===== src/rtl/sub8_share_arbiter.sv =====
// Round-robin arbiter time-sharing one external 8-bit ripple subtractor among NUM_REQ requesters.
// Latency: rsp_valid rises SETTLE_CYCLES+1 edges after accept; no accept until the response is taken.
// Optional macro SUB8_ARB_STATS_EN adds per-requester saturating grant counters (grant_cnt, stats_clr).
module sub8_share_arbiter #(
    parameter int NUM_REQ       = 4,
    parameter int SETTLE_CYCLES = 2
) (
    input  logic                   clk,
    input  logic                   rst_n,
    input  logic [NUM_REQ-1:0]     req_valid,
    output logic [NUM_REQ-1:0]     req_ready,
    input  logic [NUM_REQ*8-1:0]   req_a,
    input  logic [NUM_REQ*8-1:0]   req_b,
    output logic [NUM_REQ-1:0]     rsp_valid,
    input  logic [NUM_REQ-1:0]     rsp_ready,
    output logic [7:0]             rsp_diff,
    output logic                   rsp_borrow,
    output logic [7:0]             sub_a,
    output logic [7:0]             sub_b,
    input  logic [7:0]             sub_diff,
    input  logic                   sub_carry,
    output logic                   busy
`ifdef SUB8_ARB_STATS_EN
    ,
    output logic [NUM_REQ*16-1:0]  grant_cnt,
    input  logic                   stats_clr
`endif
);

    localparam int IW = $clog2(NUM_REQ);

    typedef enum logic [1:0] {IDLE, DRIVE, RESP} state_t;

    state_t        state_q, state_d;
    logic [IW-1:0] ptr_q, ptr_d;
    logic [IW-1:0] gnt_q, gnt_d;
    logic [IW-1:0] pick;
    logic [3:0]    cnt_q, cnt_d;
    logic [7:0]    sub_a_q, sub_a_d;
    logic [7:0]    sub_b_q, sub_b_d;
    logic [7:0]    rsp_diff_q, rsp_diff_d;
    logic          rsp_borrow_q, rsp_borrow_d;
    logic          found;
    logic          accept;
    int            idx;

    // Search downward from the farthest offset so the nearest valid at/after ptr wins.
    always_comb begin
        found = 1'b0;
        pick  = '0;
        idx   = 0;
        for (int i = NUM_REQ - 1; i >= 0; i--) begin
            idx = (int'(ptr_q) + i) % NUM_REQ;
            if (req_valid[idx[IW-1:0]]) begin
                found = 1'b1;
                pick  = idx[IW-1:0];
            end
        end
    end

    assign accept = (state_q == IDLE) && found;

    always_comb begin
        state_d      = state_q;
        ptr_d        = ptr_q;
        gnt_d        = gnt_q;
        cnt_d        = cnt_q;
        sub_a_d      = sub_a_q;
        sub_b_d      = sub_b_q;
        rsp_diff_d   = rsp_diff_q;
        rsp_borrow_d = rsp_borrow_q;
        case (state_q)
            IDLE: begin
                if (found) begin
                    sub_a_d = req_a[8*int'(pick) +: 8];
                    sub_b_d = req_b[8*int'(pick) +: 8];
                    gnt_d   = pick;
                    ptr_d   = (pick == IW'(NUM_REQ - 1)) ? '0 : pick + 1'b1;
                    // Loading the full count gives the ripple path SETTLE_CYCLES whole
                    // cycles beyond the launch cycle, hence the +1 response latency.
                    cnt_d   = 4'(SETTLE_CYCLES);
                    state_d = DRIVE;
                end
            end
            DRIVE: begin
                if (cnt_q == 4'd0) begin
                    rsp_diff_d   = sub_diff;
                    rsp_borrow_d = ~sub_carry;
                    state_d      = RESP;
                end else begin
                    cnt_d = cnt_q - 4'd1;
                end
            end
            RESP: begin
                if (rsp_ready[gnt_q]) begin
                    state_d = IDLE;
                end
            end
            default: state_d = IDLE;
        endcase
    end

    always_ff @(posedge clk or negedge rst_n) begin
        if (!rst_n) begin
            state_q      <= IDLE;
            ptr_q        <= '0;
            gnt_q        <= '0;
            cnt_q        <= '0;
            sub_a_q      <= '0;
            sub_b_q      <= '0;
            rsp_diff_q   <= '0;
            rsp_borrow_q <= 1'b0;
        end else begin
            state_q      <= state_d;
            ptr_q        <= ptr_d;
            gnt_q        <= gnt_d;
            cnt_q        <= cnt_d;
            sub_a_q      <= sub_a_d;
            sub_b_q      <= sub_b_d;
            rsp_diff_q   <= rsp_diff_d;
            rsp_borrow_q <= rsp_borrow_d;
        end
    end

    // Ready is gated by rst_n so every output reads zero while reset is held.
    assign req_ready  = (accept && rst_n) ? (NUM_REQ'(1) << pick) : '0;
    assign rsp_valid  = (state_q == RESP) ? (NUM_REQ'(1) << gnt_q) : '0;
    assign busy       = (state_q != IDLE);
    assign sub_a      = sub_a_q;
    assign sub_b      = sub_b_q;
    assign rsp_diff   = rsp_diff_q;
    assign rsp_borrow = rsp_borrow_q;

`ifdef SUB8_ARB_STATS_EN
    logic [NUM_REQ-1:0][15:0] gcnt_q;

    always_ff @(posedge clk or negedge rst_n) begin
        if (!rst_n) begin
            gcnt_q <= '0;
        end else begin
            for (int i = 0; i < NUM_REQ; i++) begin
                if (stats_clr) begin
                    gcnt_q[i] <= 16'h0000;
                end else if (accept && (pick == IW'(i)) && (gcnt_q[i] != 16'hFFFF)) begin
                    gcnt_q[i] <= gcnt_q[i] + 16'h0001;
                end
            end
        end
    end

    assign grant_cnt = gcnt_q;
`endif

endmodule


===== config.mk =====
export PLATFORM = sky130hd
export DESIGN_NAME = sub8_share_arbiter
export DESIGN_NICKNAME = d
export VERILOG_FILES = /design/src/rtl/sub8_share_arbiter.sv
export SDC_FILE = /design/constraint.sdc
export NUM_CORES = 1
export LEC_CHECK = 0
export CAP_MARGIN = 20
export CORE_MARGIN = 1.5
export CORE_UTILIZATION = 39
export DETAILED_ROUTE_END_ITERATION = 8
export PLACE_DENSITY = 0.82
export SLEW_MARGIN = 20
export SYNTH_ARGS = -nofsm -noshare
export SYNTH_HDL_FRONTEND = slang
export SYNTH_SLANG_ARGS = --single-unit

===== constraint.sdc =====
create_clock -name clk -period 2.4 [get_ports clk]
set_clock_uncertainty 0.2 [all_clocks]
set_input_delay 0.24 -clock clk [delete_from_list [all_inputs] [get_ports clk]]
set_output_delay 0.24 -clock clk [all_outputs]
set_load 0.02 [all_outputs]

# Yosys cells after proc, flatten, opt, wreduce, memory -nomap -nowiden
# Index checks and enable logic that the tools add are counted.
classes:
  bitwise: 1
  n_shift: 4
  mux: 28
  n_reduce_logical: 10
  magnitude_cmp: 5
  n_eq_ne: 7
  addsub: 5
ops:
  columns: ["cell", "count"]
  rows:
  - ["$shiftx 32x6->8", 2]
  - ["$mux 2", 8]
  - ["$mux 4", 4]
  - ["$lt 2x3->1 const B", 5]
  - ["$bmux 1 s2", 5]
  - ["$mux 1", 9]
  - ["$ne 2x2->1 const B", 4]
  - ["$pmux 4 s2", 1]
  - ["$shl 1x2->4 const A", 2]
  - ["$pmux 2 s3", 1]
  - ["$reduce_and 3->1", 2]
  - ["$add 2x1->2 const B", 2]
  - ["$add 2x2->2 const B", 2]
  - ["$eq 2x2->1 const B", 2]
  - ["$logic_not 4->1", 1]
  - ["$reduce_and 2->1", 2]
  - ["$reduce_bool 2->1", 2]
  - ["$sub 4x1->4 const B", 1]
  - ["$eq 2x1->1 const B", 1]
  - ["$logic_and 1x1->1", 2]
  - ["$logic_not 2->1", 1]
  - ["$not 1->1", 1]
word_totals:
  regBits: 35
  out_inout_bits: 34
  inputBits: 83

# Longest topological paths before layout
# Gate-level depths: netlist (run 1).
logic_depth:
  depth_word: 10
  depth_mapped: 9
  ltp_nobuf: 7

# Least setup slack after synthesis (run 1)
# OpenSTA, ideal clock, no wires.
synth_timing:
  kind: "reg-to-output"
  startpoint: "register ptr_q[0]"
  endpoint: "output port req_ready[0]"
  arrival_time_ps: 1601
  path_stages_with_launch: 8
  t_required_ps: 1960
  setup_slack_ps: 359
  n_path_buf: 2
  path_cell_list: "dfrtp_1 > nand2b_1 > a21oi_1 > a211o_1 > buf_6 > buf_8 > inv_1 > nor3_1"
synth_between:
  elab_chain_len: 10
  elab_cells_between_ends: 23
  cone_classes: "3 x add/sub; 1 x shift; 17 x mux; 2 x reduce/logical"
synth_lines:
  columns: ["item", "line", "text"]
  rows:
  - ["start: declaration", "35", "logic [IW-1:0] ptr_q, ptr_d;"]
  - ["start signal: assignment", "115", "ptr_q <= ptr_d;"]
  - ["$add 2x2->2", "53", "idx = (int'(ptr_q) + i) % NUM_REQ;"]
  - ["$bmux 1 s2", "54", "if (req_valid[idx[IW-1:0]]) begin"]
  - ["$mux 1 (implied by the code)", "54", null]
  - ["$mux 1 (4 in a row)", "54", null]
  - ["$logic_and 1x1->1", "61", "assign accept = (state_q == IDLE) && found;"]
  - ["$logic_and 1x1->1", "126", "assign req_ready = (accept && rst_n) ? (NUM_REQ'(1) << pick) : '0;"]
  - ["$mux 4 (*)", "126", null]
  - ["end: declaration", "11", "output logic [NUM_REQ-1:0] req_ready,"]
# Every way passes the cells marked *; elsewhere a longest branch is shown, timed or not. The select of a mux whose other input is x is not followed.

# Worst setup path after layout (run 1)
layout_timing:
  startpoint: "register state_q[0]"
  endpoint: "output port rsp_valid[2]"
layout_between:
  elab_chain_len: 2
layout_lines:
  columns: ["item", "line", "text"]
  rows:
  - ["start: declaration", "34", "state_t state_q, state_d;"]
  - ["start signal: assignment", "114", "state_q <= state_d;"]
  - ["$eq 2x2->1", "127", "assign rsp_valid = (state_q == RESP) ? (NUM_REQ'(1) << gnt_q) : '0;"]
  - ["$mux 4", "127", null]
  - ["end: declaration", "14", "output logic [NUM_REQ-1:0] rsp_valid,"]
# No other way between the ends.

==> results of run 1 <==
[stage by stage]
step	hold slack (ns)	std cells	TNS (ns)	utilization (%)	setup WS, ns
final	0.286	383	0	68.0	0.132
after global routing	0.307	383	0	68.0	0.0255
after CTS	0.290	383	0	68.2	0.0195
after detailed placement	0.163	374	-0.914	65.5	-0.244
after global placement	0.167	374	-0.623	65.5	-0.189
after floorplan	-0.256	181	0	-	0.359
[layout make-up]
type	count	area share, %
timing repair buffer	134	36.8
multi-input combinational	130	31.0
sequential	35	25.2
tap	70	2.52
clock buffer	6	2.09
clock inverter	2	1.73
inverter	6	0.649
[worst max-delay path: stages, from the launching register on]
cell and delay, ns:
dfrtp_1 0.38, buf_4 0.15, nand2b_1 0.19, nor3b_1 0.20
clkdlybuf4s50_1 0.64
[sequential cells by signal, summed over array words and instances (netlist names)]
register and count:
state_q 2, rsp_diff 8, rsp_borrow 1, sub_b 8
cnt_q 4, sub_a 8, gnt_q 2, ptr_q 2
[cell usage in the layout, fill, tap and decap left out, types with 2 or more instances in the layout]
cell type        instances
a21oi_1                  5
o221ai_1                 6
inv_1                    4
mux2_2                   9
a21o_1                   3
nor3_1                   5
nand2_1                 25
mux2i_1                 32
buf_4                   17
clkdlybuf4s50_1        110
nor3b_1                  2
inv_2                    2
bufinv_16                2
clkbuf_2                 4
nand3b_1                 2
clkbuf_8                 5
nand2b_1                 5
o21ai_0                  2
dfrtp_1                 35
o221ai_2                10
and3_1                   2
ha_1                     3
nor2_1                   4
xor2_1                   2
[how the worst max path moves through the flow]
stage | start | endpoint | slack (ns) | depth (start not counted)
finish | state_q[0]$_DFFE_PN0P_ | rsp_valid[2] | 0.13 | 4
global route | state_q[0]$_DFFE_PN0P_ | rsp_valid[2] | 0.03 | 4
CTS | req_valid[0] | req_ready[3] | 0.02 | 8
detailed placement | req_valid[0] | req_ready[3] | -0.24 | 8
global placement | req_valid[1] | req_ready[3] | -0.19 | 8
floorplan | ptr_q[0]$_DFFE_PN0P_ | req_ready[0] | 0.36 | 7
[logic make-up (layout without fill, tap and decap cells)]
kind of cell               Yosys count  after routing  synth area share (%)
AOI/OAI and AO/OA                   32             32                  15.6
xor gates and xnor gates             2              2                 0.847
adders and majority gates            3              3                  1.82
buffers and inverters               16            148                  5.63
DFF                                 35             35                  42.3
muxes                               42             42                  21.5
and+or+nand+nor                     51             51                  12.3
[layer usage]
metal	wire, um	part of all wire, %	vias to the layer above	GRT usage, %
met1	2130	40	904	23.3
met4	87	1.6	0	6.15
met5	0	0	-	0
met2	2740	51	67	31.7
li1	-	-	928	-
met3	369	6.9	8	6.61
[where the power goes]
part	internal [uW]	total [uW]	switching [uW]	leakage (uW)
clock network	415	616	201	0.0000654
logic	1110	2130	1020	0.00107
registers	884	1070	190	0.000423
[repair_timing]
action | CTS | global route
resized for setup | 4 | 11
hold endpoints to repair | 35 | 0
hold buffers | 1 | 0
setup endpoints to repair | 4 | 5
==> PnR_summary.wiki, run 1 <==
{| class="wikitable"
! Metric !! Value
|-
| Outcome || finished, final reports clean
|-
| Total number of vias || 1907
|-
| Post-synth EDFFs || 0
|-
| Placer's final routability congestion estimate || between 0.7 and 0.8
|-
| Synthesized cell area || 2070 sq um
|-
| Post-Synthesis Mean Instance Area || 11.4 sq um
|-
| Static leakage || approximately 0.0016 uW
|-
| Clock Tree Root || clkbuf_8
|-
| Synthesized netlist net count || approximately 270
|-
| Via count of the first global-routing pass || between 1500 and 2000
|-
| Number of hold violations in the final report || 0
|-
| Grt total ovfl || 0
|-
| Critical Path Sink Type || output port
|-
| Worst Reg2Reg Path Length in Cells || 6
|-
| Die area || ~5700 sq um
|-
| Highest clock frequency the design can meet || 0.441 GHz
|-
| Area of the core || 5110 sq um
|-
| Top fanout value on the critical path || 6
|-
| Worst-Skew Late Latency || 0.28 ns
|-
| Flip-flop and latch count after synthesis || 35
|-
| Total area of multi-input combinational cells || about 1100 sq um
|-
| Residual DRC count || 0
|-
| Number of inserted diodes || 0
|-
| Final period utilization || 94.5%
|-
| Relative area change from synthesis to final layout || 67.9%
|-
| H-tree lvl count || 2
|-
| Type of origin of the critical path || flip-flop
|-
| Count of antenna-violating nets left after detailed routing || 0
|-
| Number of iterations in the first detailed-routing pass || 4
|-
| Initial antenna violation count || 0
|-
| Number of violations reported at the end of detailed-routing iteration 0 || 59
|-
| Class of the tightest hold or removal check || reg -> reg
|-
| Die Width || between 70 and 80 um
|-
| RSZ-0062 raised after global routing || false
|-
| Sequential fraction of the synthesis area || a little over two fifths
|-
| Global-route wire length before repair || slightly above 8000 um
|-
| Reg-to-reg startpoint || ptr_q[0]$_DFFE_PN0P_
|-
| Most used DFF post-synth || dfrtp_1
|-
| Post-layout net count || a little under 400
|-
| Endpoint arrival time on the critical path || ~1.8 ns
|-
| Maximum clock path buffer count || 2
|-
| Share of final-layout standard cells stronger than drive strength 1 || between 10% and 20%
|-
| Routed Wire Length || ~5300 um
|-
| Total global routing track utilization || a little under a fifth
|-
| Worst IR drop on VDD || ~0.62 mV
|-
| Slew margin rel. || approximately 65%
|-
| Filler Cells Inserted || approximately 430
|-
| Non-Filler Cell Area, Final || between 3000 and 4000 sq um
|-
| FFs w/ async S/R, synth || 100%
|-
| Storage element area || between 800 and 900 sq um
|-
| Clock transition at the register clock pins on the worst setup and hold paths after CTS || approximately 0.070 ns
|-
| Top-level port count || between 100 and 150
|-
| Transition at the pin with the smallest max-transition slack || ~0.53 ns
|-
| Vias/cell || 4.98
|-
| Setup fix buffers added after clock tree synthesis || 0
|-
| Maximum capacitance violations || 0
|-
| TritonCTS clock tree || done
|-
| Commonest cells in the netlist || 35 x dfrtp_1, 32 x mux2i_1, 25 x nand2_1, 10 x o221ai_2, 9 x mux2_2
|-
| Final max-slew violation count || 0
|-
| HP Start || sub_a[7]$_DFFE_PN0P_
|-
| Starting utilization of the core area || roughly two fifths
|-
| Count of unique library cells instantiated by Yosys || 38
|-
| Synthesized instance count || roughly 180
|-
| Wire per inst || about 14 um
|-
| Die outline height || approximately 76 um
|-
| Total power draw || between 3000 and 4000 uW
|-
| Endpoint of the worst register-to-register path || sub_b[6]$_DFFE_PN0P_
|-
| Portion of synthesized cell area occupied by the leading cell type || 42.3%
|-
| Flop-to-flop setup slack || around 0.33 ns
|-
| Synthesis Warnings || 0
|-
| Post-route minimum period || about 2.3 ns
|-
| Count of input and output buffers || between 100 and 150
|-
| DP HPWL || roughly 4200 um
|-
| CP Data Required Time || 1.96 ns
|-
| Hold-critical path depth || 2
|-
| Worst hold endpoint || sub_a[7]$_DFFE_PN0P_
|-
| FP Rows || 26
|-
| Finish-stage setup viols || 0
|-
| Clk sink count || 35
|-
| Cell with the most instances after synthesis || dfrtp_1
|-
| Post-synthesis cell type with the largest combined area || dfrtp_1
|-
| Placed instance area || around 3300 sq um
|-
| Maximum number of pins on one net before global-route repair || 36
|-
| Num CTS Buffers || 5
|-
| Critical path class || reg -> out
|-
| Main area contributors after synthesis || dfrtp_1 42%, mux2i_1 15%, o221ai_2 7.3%
|-
| Pwr per Cell Area || between 1000 and 1500 nW/um^2
|}
No activity file was read; power rests on OpenSTA's default activity.
==> run 2: changes to the inputs <==
- CELL_PAD_IN_SITES_DETAIL_PLACEMENT: default -> 1
- CELL_PAD_IN_SITES_GLOBAL_PLACEMENT: default -> 1
- CORE_UTILIZATION: 39 -> 30
- PLACE_DENSITY: 0.82 -> default
- PLACE_DENSITY_LB_ADDON: default -> 0.1
- clock period: 2.4 -> 2.93 ns (I/O delays scaled with it)
==> run 2 against run 1 <==
Routed wire length up 7.1%. Global-route usage down 2.6 points. Core utilization down 17 points. Power down 18%. Critical path depth up 3. Largest cell class unchanged. Combinational power down 20%. Register-to-register slack better by 0.57 ns. Setup slack better by 0.027 ns. Critical endpoint is now req_ready[2]. First-iteration DRC count down 56%. Final area down 1.3%.
==> PnR_summary.wiki, run 2 (synthesis results as in run 1) <==
{| class="wikitable"
! Metric !! Value
|-
| Endpoint of the worst register-to-register path || rsp_diff[4]$_DFFE_PN0P_
|-
| Relative area change from synthesis to final layout || 65.6%
|-
| Residual DRC count || 0
|-
| Top fanout value on the critical path || 5
|-
| Clock Tree Root || clkbuf_8
|-
| Final period utilization || a little over nine tenths
|-
| Clock transition at the register clock pins on the worst setup and hold paths after CTS || approximately 0.070 ns
|-
| CP Data Required Time || about 2.4 ns
|-
| Final max-slew violation count || 0
|-
| Endpoint arrival time on the critical path || 2.28 ns
|-
| Most frequent standard cell in the layout excluding fill and tap cells || clkdlybuf4s50_1
|-
| Critical path's largest stage delay || 0.53 ns
|-
| Maximum number of pins on one net before global-route repair || 36
|-
| Outcome || finished, final reports clean
|-
| Launch point of the critical path || req_valid[0]
|-
| RSZ-0062 raised after global routing || false
|-
| Top library cells by usage in the layout, fill and taps aside || 114 x clkdlybuf4s50_1, 35 x dfrtp_1, 32 x mux2i_1, 25 x nand2_1, 10 x o221ai_2
|-
| Number of inserted diodes || 0
|-
| Placer's final routability congestion estimate || 0.804
|-
| Starting utilization of the core area || 30.8%
|-
| Worst IR drop on VDD || about 0.33 mV
|-
| Filler-free cell count of the finished design || approximately 380
|-
| Class of the tightest hold or removal check || reg -> reg
|-
| Critical path class || in -> out
|-
| Num CTS Buffers || 5
|-
| Post-route minimum period || 2.77 ns
|-
| FP Rows || 30
|-
| Post-route core utilization || between 50% and 60%
|-
| Total number of vias || ~1900
|-
| Count of input and output buffers || approximately 120
|-
| Non-Filler Cell Area, Final || 3430 sq um
|-
| Top-level port count || 117
|-
| Ordered list of cells on the worst path || clkdlybuf4s50_1 > inv_2 > o22ai_1 > a211o_2 > ha_1 > and3_1 > clkdlybuf4s50_1
|-
| H-tree lvl count || 2
|-
| Highest clock frequency the design can meet || roughly 0.36 GHz
|-
| Grt total ovfl || 0
|-
| Setup TNS || 0 ns
|-
| Worst Setup EP || req_ready[2]
|-
| Total global routing track utilization || about 17%
|-
| Via count of the first global-routing pass || around 2000
|-
| Maximum clock path buffer count || 2
|-
| Flop-to-flop setup slack || about 0.9 ns
|-
| Reg-to-reg startpoint || cnt_q[0]$_DFFE_PN0P_
|-
| Placed instance area || roughly 3300 sq um
|-
| Cell repeated most along the worst path || clkdlybuf4s50_1
|-
| Die area || 7400 sq um
|-
| Post-layout net count || ~390
|-
| Static leakage || ~0.0015 uW
|-
| Initial antenna violation count || 0
|-
| Worst-Skew Late Latency || between 0.2 and 0.3 ns
|-
| Wire per inst || approximately 15 um
|-
| Number of hold violations in the final report || 0
|-
| Slew margin rel. || approximately 66%
|-
| Worst Reg2Reg Path Length in Cells || 5
|-
| Die outline height || 86.0 um
|-
| Area of the core || 6720 sq um
|-
| Number of cells in the design after placement || 373
|-
| Number of violations reported at the end of detailed-routing iteration 0 || 26
|-
| TritonCTS clock tree || done
|-
| Max stage delay cell, worst path || clkdlybuf4s50_1
|-
| Routed Wire Length || around 5700 um
|-
| Die Width || 86.0 um
|-
| Number of iterations in the first detailed-routing pass || 4
|-
| Type of origin of the critical path || input pin
|-
| Clk sink count || 35
|-
| Global-route wire length before repair || ~9500 um
|-
| Transition at the pin with the smallest max-transition slack || 0.510 ns
|-
| Finish-stage setup viols || 0
|-
| Critical Path Sink Type || output port
|-
| Pwr per Cell Area || about 900 nW/um^2
|-
| DP HPWL || around 4500 um
|-
| Fin Hold WS || approximately 0.29 ns
|-
| Vias/cell || 4.85
|-
| Share of final-layout standard cells stronger than drive strength 1 || 13.9%
|-
| Maximum capacitance violations || 0
|-
| Count of antenna-violating nets left after detailed routing || 0
|}
## run 2: worst min-delay path by stage
stage | startpoint | end | slack, ns | cells past startpoint
after detailed placement | rst_n | cnt_q[3]$_DFFE_PN0P_ | 0.23 | 2
after global placement | rst_n | cnt_q[3]$_DFFE_PN0P_ | 0.23 | 2
after CTS | sub_a[4]$_DFFE_PN0P_ | sub_a[4]$_DFFE_PN0P_ | 0.30 | 2
final | sub_a[2]$_DFFE_PN0P_ | sub_a[2]$_DFFE_PN0P_ | 0.29 | 2
after global routing | rsp_diff[3]$_DFFE_PN0P_ | rsp_diff[3]$_DFFE_PN0P_ | 0.32 | 1
after floorplan | rst_n | cnt_q[0]$_DFFE_PN0P_ | -0.20 | 0
## run 2: per-layer routing
| metal | track usage [%] | share of wire, % | routed length [um] |
|---|---|---|---|
| met4 | 5.13 | 1.9 | 110 |
| met3 | 5.87 | 7.4 | 422 |
| met5 | 0 | 0 | 0 |
| met2 | 26.8 | 48 | 2750 |
| met1 | 20.7 | 42 | 2420 |
## run 2: report_power, final
part           switching [uW]  internal, uW  total, uW  leakage (uW)
logic                     833           870       1700       0.00101
registers                 161           723        885      0.000423
clock network             188           340        528     0.0000644
## run 2: per-stage QoR
| step | power, uW | worst slack, ns |
|---|---|---|
| finish | 3120 | 0.158 |
| global route | 3350 | 0.0696 |
| CTS | 3160 | 0.0977 |
| detailed placement | 2620 | 0.0967 |
| global placement | 2590 | 0.154 |
| floorplan | 1980 | 0.836 |
## run 2: critical path: cells and delay by family
family	cells	cell delay [ns]
adder cells (fa/ha/maj)	1	0.21
AND/OR/NAND/NOR	1	0.16
AO/OA/AOI/OAI	2	0.46
buffers and inverters	3	1.16
## run 2: repair_timing
item	CTS	global route
hold buffers	1	0
hold endpoints to repair	35	0
setup endpoints to repair	0	1
buffers inserted	0	0
resized for setup	0	1
## run 2: final cells by class
class / instances / area, sq um
Fill cell: 744 / 3290
Timing Repair Buffer: 123 / 1210
Multi-Input combinational cell: 130 / 1080
Sequential cell: 35 / 876
Tap cell: 80 / 100
Clock buffer: 5 / 68.8
Clock inverter: 3 / 67.6
Inverter: 6 / 22.5
